===== src/rtl/rr_load_arbiter.sv =====
// Round-robin load scheduler: grants one requester at a time onto a shared
// capture register and holds the captured word valid for HOLD cycles.
//
// state | meaning
// IDLE  | waiting for any REQ; arbitrates from ptr at the exit edge
// LOAD  | one cycle, GNT/LOAD high; capture happens at the closing edge
// HOLD  | Q valid, counting down HOLD cycles before returning to IDLE
module rr_load_arbiter #(
   parameter int NREQ = 4,
   parameter int W    = 4,
   parameter int HOLD = 2,
   parameter int IW   = 2
) (
   input  logic              CLK,
   input  logic              RST,
   input  logic [NREQ-1:0]   REQ,
   input  logic [NREQ*W-1:0] D,
   output logic [NREQ-1:0]   GNT,
   output logic              LOAD,
   output logic [W-1:0]      Q,
   output logic [IW-1:0]     OWNER,
   output logic              VALID,
   output logic              BUSY
);

   typedef enum logic [1:0] {ST_IDLE, ST_LOAD, ST_HOLD} state_t;

   state_t        state;
   logic [IW-1:0] ptr;
   logic [3:0]    cnt;
   logic [IW-1:0] sel;
   logic          found;
   logic [IW:0]   idx;
   logic [W-1:0]  d_slice [NREQ];

   for (genvar i = 0; i < NREQ; i++) begin : g_slice
      assign d_slice[i] = D[i*W +: W];
   end

   // Scan offsets from high to low so the requester closest to ptr wins last.
   always_comb begin
      sel   = '0;
      found = 1'b0;
      idx   = '0;
      for (int k = NREQ - 1; k >= 0; k--) begin
         idx = {1'b0, ptr} + (IW+1)'(k);
         if (idx >= (IW+1)'(NREQ)) idx = idx - (IW+1)'(NREQ);
         if (REQ[idx[IW-1:0]]) begin
            sel   = idx[IW-1:0];
            found = 1'b1;
         end
      end
   end

   always_ff @(posedge CLK) begin
      if (RST) begin
         state <= ST_IDLE;
         ptr   <= '0;
         cnt   <= '0;
         GNT   <= '0;
         LOAD  <= 1'b0;
         Q     <= '0;
         OWNER <= '0;
         VALID <= 1'b0;
         BUSY  <= 1'b0;
      end else begin
         case (state)
            ST_IDLE: begin
               if (found) begin
                  state <= ST_LOAD;
                  GNT   <= NREQ'(1) << sel;
                  OWNER <= sel;
                  LOAD  <= 1'b1;
                  BUSY  <= 1'b1;
               end
            end
            ST_LOAD: begin
               Q     <= d_slice[OWNER];
               VALID <= 1'b1;
               if (OWNER == IW'(NREQ - 1)) ptr <= '0;
               else                        ptr <= OWNER + 1'b1;
               cnt   <= 4'(HOLD - 1);
               GNT   <= '0;
               LOAD  <= 1'b0;
               state <= ST_HOLD;
            end
            ST_HOLD: begin
               if (cnt != 4'd0) begin
                  cnt <= cnt - 4'd1;
               end else begin
                  state <= ST_IDLE;
                  VALID <= 1'b0;
                  BUSY  <= 1'b0;
               end
            end
            default: begin
               state <= ST_IDLE;
               GNT   <= '0;
               LOAD  <= 1'b0;
               VALID <= 1'b0;
               BUSY  <= 1'b0;
            end
         endcase
      end
   end

endmodule


===== config.mk =====
export PLATFORM = sky130hd
export DESIGN_NAME = rr_load_arbiter
export DESIGN_NICKNAME = d
export VERILOG_FILES = /design/src/rtl/rr_load_arbiter.sv
export SDC_FILE = /design/constraint.sdc
export NUM_CORES = 1
export LEC_CHECK = 0
export CORE_UTILIZATION = 30
export CTS_CLUSTER_DIAMETER = 120
export CTS_CLUSTER_SIZE = 14
export DETAILED_ROUTE_END_ITERATION = 10
export PLACE_DENSITY_LB_ADDON = 0.2
export SETUP_SLACK_MARGIN = 0.15
export SLEW_MARGIN = 40
export SYNTH_ARGS = -nofsm -noshare
export SYNTH_HDL_FRONTEND = slang
export SYNTH_SLANG_ARGS = --single-unit

===== constraint.sdc =====
create_clock -name CLK -period 2.1 [get_ports CLK]
set_clock_uncertainty 0.15 [all_clocks]
set_input_delay 0.42 -clock CLK [delete_from_list [all_inputs] [get_ports CLK]]
set_output_delay 0.42 -clock CLK [all_outputs]
set_load 0.03 [all_outputs]

== After elaboration in Yosys (flattened, before gate mapping) ==
Cells that the tools add are included.

* Bits in registers: 21
* Input bits: 22
* Output and inout port bits: 13
* Word-level logic and storage cells: 83

* $add $sub $neg: 9
* Order comparisons: 9
* Equal/unequal tests: 6
* Shifts and indexed selects: 1
* Muxes and demuxes: 36
* Bitwise gates (word level): 4
* Reductions and logical operators: 9

{| class="wikitable"
|+ Operator list
! kind !! count
|-
| 2-bit 2-to-1 mux || 11
|-
| 4-bit 2-to-1 mux || 4
|-
| 4-bit one-hot mux with 2 select lines || 2
|-
| 3-bit greater-or-equal comparator, second input constant || 4
|-
| 2-bit by 3-bit less-than comparator with 1-bit output, second input constant || 4
|-
| 1-bit 2-to-1 mux || 10
|-
| 2-bit AND reduction || 5
|-
| 1-bit binary-select mux with 2-bit select || 4
|-
| 4-bit binary-select mux with 2-bit select || 1
|-
| 2-bit by 1-bit subtractor with 2-bit output, second input constant || 4
|-
| 2-bit by 2-bit adder with 3-bit output, second input constant || 2
|-
| 2-bit != test, second input constant || 3
|-
| 1-bit one-hot mux with 3 select lines || 2
|-
| 2-bit one-hot mux with 3 select lines || 1
|-
| 2-bit equality test, second input constant || 2
|-
| 4-bit nonzero test || 1
|-
| 1-bit by 2-bit left shift with 4-bit output, first input constant || 1
|-
| 4-bit by 1-bit subtractor with 4-bit output, second input constant || 1
|-
| 2-bit by 1-bit adder with 3-bit output, second input constant || 1
|-
| 2-bit by 3-bit greater-or-equal comparator with 1-bit output, second input constant || 1
|-
| 1-bit NOT || 3
|-
| 2-bit NOT with 3-bit output || 1
|-
| 3-bit AND reduction || 1
|-
| 2-bit by 1-bit adder with 2-bit output, second input constant || 1
|-
| other kinds (4) || 4
|}

== Logic depth before layout (Yosys ltp) ==
Gate-level depths: netlist of the first run.

* Depth after elaboration: 12
* Mapped depth: 5
* Mapped depth without buffers: 5

== Worst setup path after synthesis of the first run ==
Ideal clock, no wire load.

* Path type: register to register
* Start point: register OWNER[0]
* End point: register Q[0]
* Setup time: 0.132 ns
* Arrival time: 1.372 ns
* Data required time: 1.818 ns
* Setup slack: 0.446 ns
* Stages on the path, launching flop included: 5
* Buffers on the path: 1
* Clock period less this slack: 1.654 ns
* Cell sequence: dfxtp_1 > buf_2 > mux4_2 > nand2_1 > a21oi_1

* Longest elaborated chain between the ends: 4

{| class="wikitable"
|+ Ends and longest elaborated chain
! item !! line !! source
|-
| start: declaration || 21 || <nowiki>output logic [IW-1:0] OWNER,</nowiki>
|-
| start signal: assignment || 72 || <nowiki>OWNER <= sel;</nowiki>
|-
| 2-bit NOT with 3-bit output (not written as such) || 78 || <nowiki>Q <= d_slice[OWNER];</nowiki>
|-
| 4-bit binary-select mux with 2-bit select || 78 ||
|-
| 4-bit 2-to-1 mux (not written as such) (2 in series) || 78 ||
|-
| end signal: assignment || 78 ||
|-
| end: declaration || 20 || <nowiki>output logic [W-1:0] Q,</nowiki>
|}

Every way passes these cells. The select of a mux whose other input is x is not followed.
A chain may end at the register's enable or synchronous reset.

== Worst setup path in the final report of the first run ==
* Start point: register BUSY
* End point: output port BUSY

{| class="wikitable"
|+ RTL lines
! item !! line !! source
|-
| start: declaration || 23 || <nowiki>output logic BUSY</nowiki>
|-
| start signal: assignment || 65 || <nowiki>BUSY <= 1'b0;</nowiki>
|-
| start signal: assignment || 74 || <nowiki>BUSY <= 1'b1;</nowiki>
|-
| start signal: assignment || 93 || <nowiki>BUSY <= 1'b0;</nowiki>
|}

No word-level cell between the ends.

==> results of run 1 <==
## routing by layer
metal | GRT usage (%) | vias to the layer above | routed length [um]
li1 | - | 486 | -
met4 | 4.651 | 0 | 29
met1 | 17.06 | 442 | 1077
met3 | 4.545 | 4 | 143
met2 | 26.19 | 29 | 1214
met5 | 0 | - | 0
## flip-flops by register name, summed over array words and instances (netlist names)
name   flops
GNT        4
BUSY       1
ptr        2
Q          4
state      2
LOAD       1
OWNER      2
VALID      1
cnt        4
## cell usage after synthesis (all sizes together) (2+ instances only)
cell,number
a211oi,2
a21oi,13
buf,2
clkbuf,3
dfxtp,21
ha,2
inv,4
mux4,4
nand2,18
nand2b,5
nor2,13
nor3,6
o21a,2
o22ai,2
o32ai,4
or3,2
## logic make-up (layout without fill, tap and decap cells)
kind of cell               count (synthesis)  count (layout)  share of synthesized area [%]
and+or+nand+nor                           47              47                          21.41
AOI/OAI and AO/OA                         26              26                          17.57
DFF                                       21              21                          41.58
buffers and inverters                      9              50                          4.207
muxes                                      6               6                          11.02
adders and majority gates                  2               2                          2.475
xor gates and xnor gates                   2               2                          1.733
## power groups by stage
| stage | Sequential (mW) | Combinational, mW | Clock, mW |
|---|---|---|---|
| final | 0.459 | 0.292 | 0.196 |
| after detailed placement | 0.468 | 0.297 | 0 |
| after global routing | 0.465 | 0.320 | 0.228 |
| after global placement | 0.466 | 0.292 | 0 |
| after floorplan | 0.507 | 0.129 | 0 |
| after CTS | 0.460 | 0.298 | 0.209 |
## per-stage QoR
stage / hold slack (ns) / worst slack (ns) / utilization, % / power (mW)
floorplan: 0.2983 / 0.4458 / - / 0.6365
finish: 0.3134 / 0.1967 / 47.48 / 0.9469
global placement: 0.2939 / 0.1109 / 46.00 / 0.7586
global route: 0.3341 / 0.1502 / 47.48 / 1.013
detailed placement: 0.3043 / 0.04718 / 46.00 / 0.7654
CTS: 0.3221 / 0.1723 / 46.84 / 0.9671
## cell usage in the layout, fill, tap and decap left out
master           count
nor2_1              13
dfxtp_1             21
xnor2_1              1
dlymetal6s2s_1       8
buf_4                8
mux2_2               1
a21oi_2              1
nor4_1               1
o22a_2               1
a211oi_1             1
nand2_1             18
o21bai_1             1
o22ai_1              2
mux4_2               4
or3_1                1
inv_1                4
or3_4                1
mux2i_1              1
or3b_1               1
nor2b_1              1
o32ai_1              4
ha_1                 2
xor2_1               1
clkbuf_1             1
o21a_1               2
o221ai_1             1
nand2b_1             5
a211oi_2             1
clkbuf_4             3
nor3_1               6
clkdlybuf4s50_1     26
a21oi_1             12
## final cells by class
cell class / instances / area (um2) / share of cell area (%)
clock buffers: 4 / 26.28 / 1.769
repair buffers: 42 / 420.4 / 28.31
flip-flops and latches: 21 / 420.4 / 28.31
inverters: 4 / 15.01 / 1.011
multi-input cells: 83 / 548.0 / 36.90
well taps: 44 / 55.05 / 3.707
## worst paths after layout
kind / from / to / slack [ns] / cells after the start
worst max-delay path: BUSY / BUSY / 0.20 / 1
worst min-delay path: Q[0] / Q[0] / 0.31 / 2
worst max register to register: ptr[1] / GNT[3] / 0.40 / 4
worst min register to register: Q[0] / Q[0] / 0.31 / 2
==> results_dict.tcl, run 1 <==
set metrics [dict create \
    powerDensity_nw_per_um2 637.6 \
    placed_cell_area_um2 1439 \
    die_area_um2 3606 \
    avgViaCountPerCell 4.854 \
    syn_avg_cell_area_um2 8.947 \
    synth_fp_nets 137 \
    slowest_delay_ns 0.67 \
    diodes 0 \
    netlist_area_um2 1011 \
    power.switching_uw 293.5 \
    yosysTopAreaCellShare_pct 41.58 \
    cap_violations 0 \
    ios 35 \
    cts_root_buf "clkbuf_4" \
    ys_ff_latch 21 \
    grt_pass1_wl_mm 3.898 \
    postSynthCellCount 113 \
    grt_max_degree 16 \
    status "finished, final reports clean" \
    yosys-top-cells-area "dfxtp_1, mux4_2, nand2_1" \
    finalSetupTns_ns 0 \
    grt_antenna_before_repair 0 \
    finalCritPeriodShare_pct 90.63 \
    crit_slowest_cell "clkdlybuf4s50_1" \
    worst_pin_slew_ns 0.3258 \
    dr_total_vias 961 \
    hold_viol 0 \
    hp-class "flip-flop to flip-flop" \
    pwr-share-clk_pct 20.7 \
    drive_gt1_share_pct 12.99 \
    synth_ff_type "dfxtp_1" \
    h-tree-depth 1 \
    drtPass1Iterations 4 \
    fmax_mhz 525.4 \
    die_y_um 60.05 \
    path_cells "clkdlybuf4s50_1" \
    crit_type "flip-flop to output pin" \
    path_buf_inv 1 \
    rsz0062_at_grt "no" \
    comb_power_share_pct 30.9 \
    fp.dieW_um 60.05 \
    final_cells 198 \
    slew_violations 0 \
    clk_pin_slew_ns 0.12 \
    area_growth_pct 46.91 \
    grt_pass1_vias 928 \
    cts_hold_buf 0 \
    post-route-min-period_ns 1.903 \
    port_buffers 34 \
    gr-total-overflow 0 \
    cp.arrival_ns 1.33 \
    postCtsSetupBuffers 0 \
    cts_tree "done" \
    start_util_pct 32.32 \
    fin_area_um2 1485 \
    synth_edf_count 0 \
    synth_top_cell_by_area "dfxtp_1" \
    final_nets 179 \
    async_reset_ff_share_pct 0 \
    path_delay_family "buffers and inverters" \
    worstSkewPairLatency_ns 0.30 \
    place.gp.congestion 0.6954 \
    ys_warn_count 0 \
    critPathCaptureType "output pin" \
    seqPwrFrac_pct 48.5 \
    grt_usage_pct 14.87 \
    ctsLongestPathBuffers 2 \
    swShare_pct 31.00 \
    drt-initial-drc-count 56 \
    relSlewSlack_pct 78.25 \
    yosysSeqAreaShare_pct 41.58 \
    wire_per_inst_um 12.44 \
    critPathLaunchType "flip-flop" \
    worstPathRequired_ns 1.53 \
    ctsResizeCount 0 \
    power.leakage_nw 0.6532 \
    cts-buffers-inserted 3 \
    internal-power_uw 653.4 \
    rows 20 \
    antenna_left 0 \
    post-place-cells 194 \
    dpl.hpwl_mm 1.837 \
    fp.coreArea_um2 3128 \
    fillers 319 \
    clock-sinks 21 \
    ys_types 30 \
    ir_worst_vdd_mv 0.3877 \
    setup_viol 0 \
    wirelength_mm 2.464 \
    drcViolationCount 0 \
    crit_path_max_fanout 3 \
]
(Power assumes the default switching activity.)
==> inputs of run 2 (changes only) <==
--- a/config.mk
+++ b/config.mk
@@ -5,10 +5,12 @@
 export SDC_FILE = /design/constraint.sdc
 export NUM_CORES = 1
 export LEC_CHECK = 0
+export ABC_CLOCK_PERIOD_IN_PS = 2100
 export CORE_UTILIZATION = 30
 export CTS_CLUSTER_DIAMETER = 120
 export CTS_CLUSTER_SIZE = 14
 export DETAILED_ROUTE_END_ITERATION = 10
+export GPL_ROUTABILITY_DRIVEN = 0
 export PLACE_DENSITY_LB_ADDON = 0.2
 export SETUP_SLACK_MARGIN = 0.15
 export SLEW_MARGIN = 40
==> results of run 2 <==
Same layout as run 1: the final DEF is identical, and so are final timing and power.
==> inputs of run 3 (changes only) <==
--- a/config.mk
+++ b/config.mk
@@ -5,7 +5,8 @@
 export SDC_FILE = /design/constraint.sdc
 export NUM_CORES = 1
 export LEC_CHECK = 0
-export ABC_CLOCK_PERIOD_IN_PS = 2100
+export ABC_AREA = 1
+export ABC_CLOCK_PERIOD_IN_PS = 1600
 export CORE_UTILIZATION = 30
 export CTS_CLUSTER_DIAMETER = 120
 export CTS_CLUSTER_SIZE = 14
==> constraint.sdc (replaced) <==
create_clock -name CLK -period 1.6 [get_ports CLK]
set_clock_uncertainty 0.15 [all_clocks]
set_input_delay 0.32 -clock CLK [delete_from_list [all_inputs] [get_ports CLK]]
set_output_delay 0.32 -clock CLK [all_outputs]
set_load 0.03 [all_outputs]
==> results_dict.tcl, run 3 <==
set metrics [dict create \
    die_y_um 64.91 \
    crit_path_max_fanout 7 \
    drive_gt1_share_pct 33.33 \
    ys_types 23 \
    grt_usage_pct 13.87 \
    synthSimpleGateAreaFrac_pct 32.46 \
    wirelength_mm 2.890 \
    avgViaCountPerCell 4.593 \
    synth_mux_area_share_pct 3.372 \
    rrSetupSlack_ns 0.04 \
    clk_pin_slew_ns 0.07 \
    worstRegToRegCells 12 \
    r2r_start "ptr[0]" \
    fp.dieW_um 64.91 \
    slew_violations 0 \
    yosysSeqAreaShare_pct 35.41 \
    netlist_area_um2 1187 \
    internal-power_mw 1.161 \
    worstPathRequired_ns 1.65 \
    synth_top_cell_by_area "dfxtp_1" \
    ir_worst_vdd_mv 0.5858 \
    relSlewSlack_pct 82.05 \
    pre_cts_ws_ns -0.2699 \
    hp-class "flip-flop to flip-flop" \
    worstSkewPairLatency_ns 0.26 \
    diodes 0 \
    worst_pin_slew_ns 0.2682 \
    yosys-top-cells-area "dfxtp_1, nand2_1, nor2_1" \
    drtPass1Iterations 4 \
    area_growth_pct 47.73 \
    synth_ff_type "dfxtp_1" \
    rows 22 \
    power.leakage_nw 0.8059 \
    swShare_pct 40.52 \
    port_buffers 34 \
    wire_per_inst_um 10.70 \
    cp.arrival_ns 1.61 \
    grt_pass1_wl_mm 4.581 \
    comb_power_share_pct 46.4 \
    dr_total_vias 1240 \
    cts_root_buf "clkbuf_8" \
    hold_viol 0 \
    gr-total-overflow 0 \
    mostFrequentLayoutCells "nand2_1, nor2_1, inv_1" \
    finalCritPeriodShare_pct 97.60 \
    cts_hold_buf 0 \
    ctsLongestPathBuffers 2 \
    synth-adder-area-share_pct 2.107 \
    start_util_pct 31.95 \
    fp.coreArea_um2 3716 \
    synth_edf_count 0 \
    cap_violations 0 \
    clock-sinks 21 \
    r2r_end "GNT[0]" \
    fmax_mhz 640.4 \
    syn_avg_cell_area_um2 6.708 \
    die_area_um2 4213 \
    power.switching_uw 791.0 \
    grt_antenna_before_repair 0 \
    ios 35 \
    crit_type "flip-flop to flip-flop" \
    placed_cell_area_um2 1643 \
    synth-xor-area-share_pct 0 \
    drcViolationCount 0 \
    layout_commonest_cell "nand2_1" \
    grt_max_degree 14 \
    final_nets 247 \
    status "finished, final reports clean" \
    crit_path_start "ptr[0]" \
    setup_viol 0 \
    critPathCaptureType "flip-flop" \
    fin_area_um2 1754 \
    yosysTopAreaCellShare_pct 35.41 \
    dpl.hpwl_mm 2.024 \
    powerDensity_nw_per_um2 1113 \
    async_reset_ff_share_pct 0 \
    crit_end "GNT[0]" \
    finalSetupTns_ns 0 \
    post-route-min-period_ns 1.562 \
    rsz0062_at_grt "yes" \
    top_regs "GNT (4), Q (4), cnt (4)" \
    synth_top_family_by_area "simple AND/OR/NAND/NOR gates" \
    synth_fp_nets 201 \
    synthTopCellsByCount "nand2_1, nor2_1, dfxtp_1, inv_1" \
    h-tree-depth 1 \
    postLayoutSetupSlackWorst_ns 0.03844 \
    whs_ns 0.3136 \
    synth_compound_area_share_pct 15.28 \
    critPathLaunchType "flip-flop" \
    ys_ff_latch 21 \
    cts_tree "done" \
    cts-buffers-inserted 3 \
    seqPwrFrac_pct 35.9 \
    ys_warn_count 0 \
    postSynthCellCount 177 \
    pwr-share-clk_pct 17.7 \
    grt_pass1_vias 1098 \
    yosysMostFrequentCell "nand2_1" \
    antenna_left 0 \
    drt-initial-drc-count 20 \
]
[run 3: routing by layer]
metal | track usage, % | routed length (um)
met5 | 0 | 0
met4 | 3.333 | 10
met3 | 3.697 | 199
met2 | 24.09 | 1374
met1 | 16.77 | 1305
[run 3: cell type report]
type	instances	area [um2]
clock buffers	4	45.04
fillers	374	1962
inverters	27	108.9
multi-input cells	124	732.0
flip-flops and latches	21	430.4
well taps	48	60.06
repair buffers	46	377.9
[run 3: how the worst min path moves through the flow]
| stage | start | end | slack (ns) | cells past startpoint |
|---|---|---|---|---|
| floorplan | RST | GNT[3] | 0.24 | 1 |
| global placement | cnt[0] | cnt[0] | 0.31 | 2 |
| detailed placement | GNT[1] | GNT[1] | 0.31 | 2 |
| CTS | GNT[3] | GNT[3] | 0.32 | 2 |
| global route | cnt[0] | cnt[0] | 0.33 | 2 |
| finish | cnt[0] | cnt[0] | 0.31 | 2 |
[run 3: power groups by stage]
stage               logic (mW)  registers (mW)  clock network (mW)
floorplan                0.467           0.781                   0
finish                   0.905           0.701               0.345
detailed placement       0.851           0.705                   0
CTS                      0.868           0.699               0.366
global route              1.01           0.715               0.393
global placement         0.853           0.708                   0
[run 3: worst max-delay path, cell delays in order (launching register included)]
cell	delay, ns
dfxtp_2	0.33
buf_12	0.13
inv_8	0.07
nand2_2	0.07
nand2_1	0.08
nand2_2	0.09
nor2_4	0.16
nand2_2	0.09
nand2_4	0.08
inv_2	0.04
nor2_1	0.09
nor2_1	0.04
nor2_1	0.08
[run 3: cell families after synthesis]
family / after synthesis
simple gates: 86
flops: 21
fa+ha+maj: 2
mux: 4
compound gates: 32
buf+inv: 32
[run 3: timing repair]
action                                  in CTS  in global routing
buffers inserted                             1                  1
resized for setup                           37                 32
endpoints found under the setup margin      23                 27
pin swaps                                    6                  6
[run 3: stage by stage]
| step | utilization, % | std cells | power, mW |
|---|---|---|---|
| 2_1_floorplan | - | 177 | 1.249 |
| 3_3_place_gp | 44.21 | 264 | 1.561 |
| 3_5_place_dp | 44.21 | 264 | 1.556 |
| 4_1_cts | 46.53 | 269 | 1.934 |
| 5_1_grt | 47.21 | 270 | 2.113 |
| 6_report | 47.21 | 270 | 1.952 |
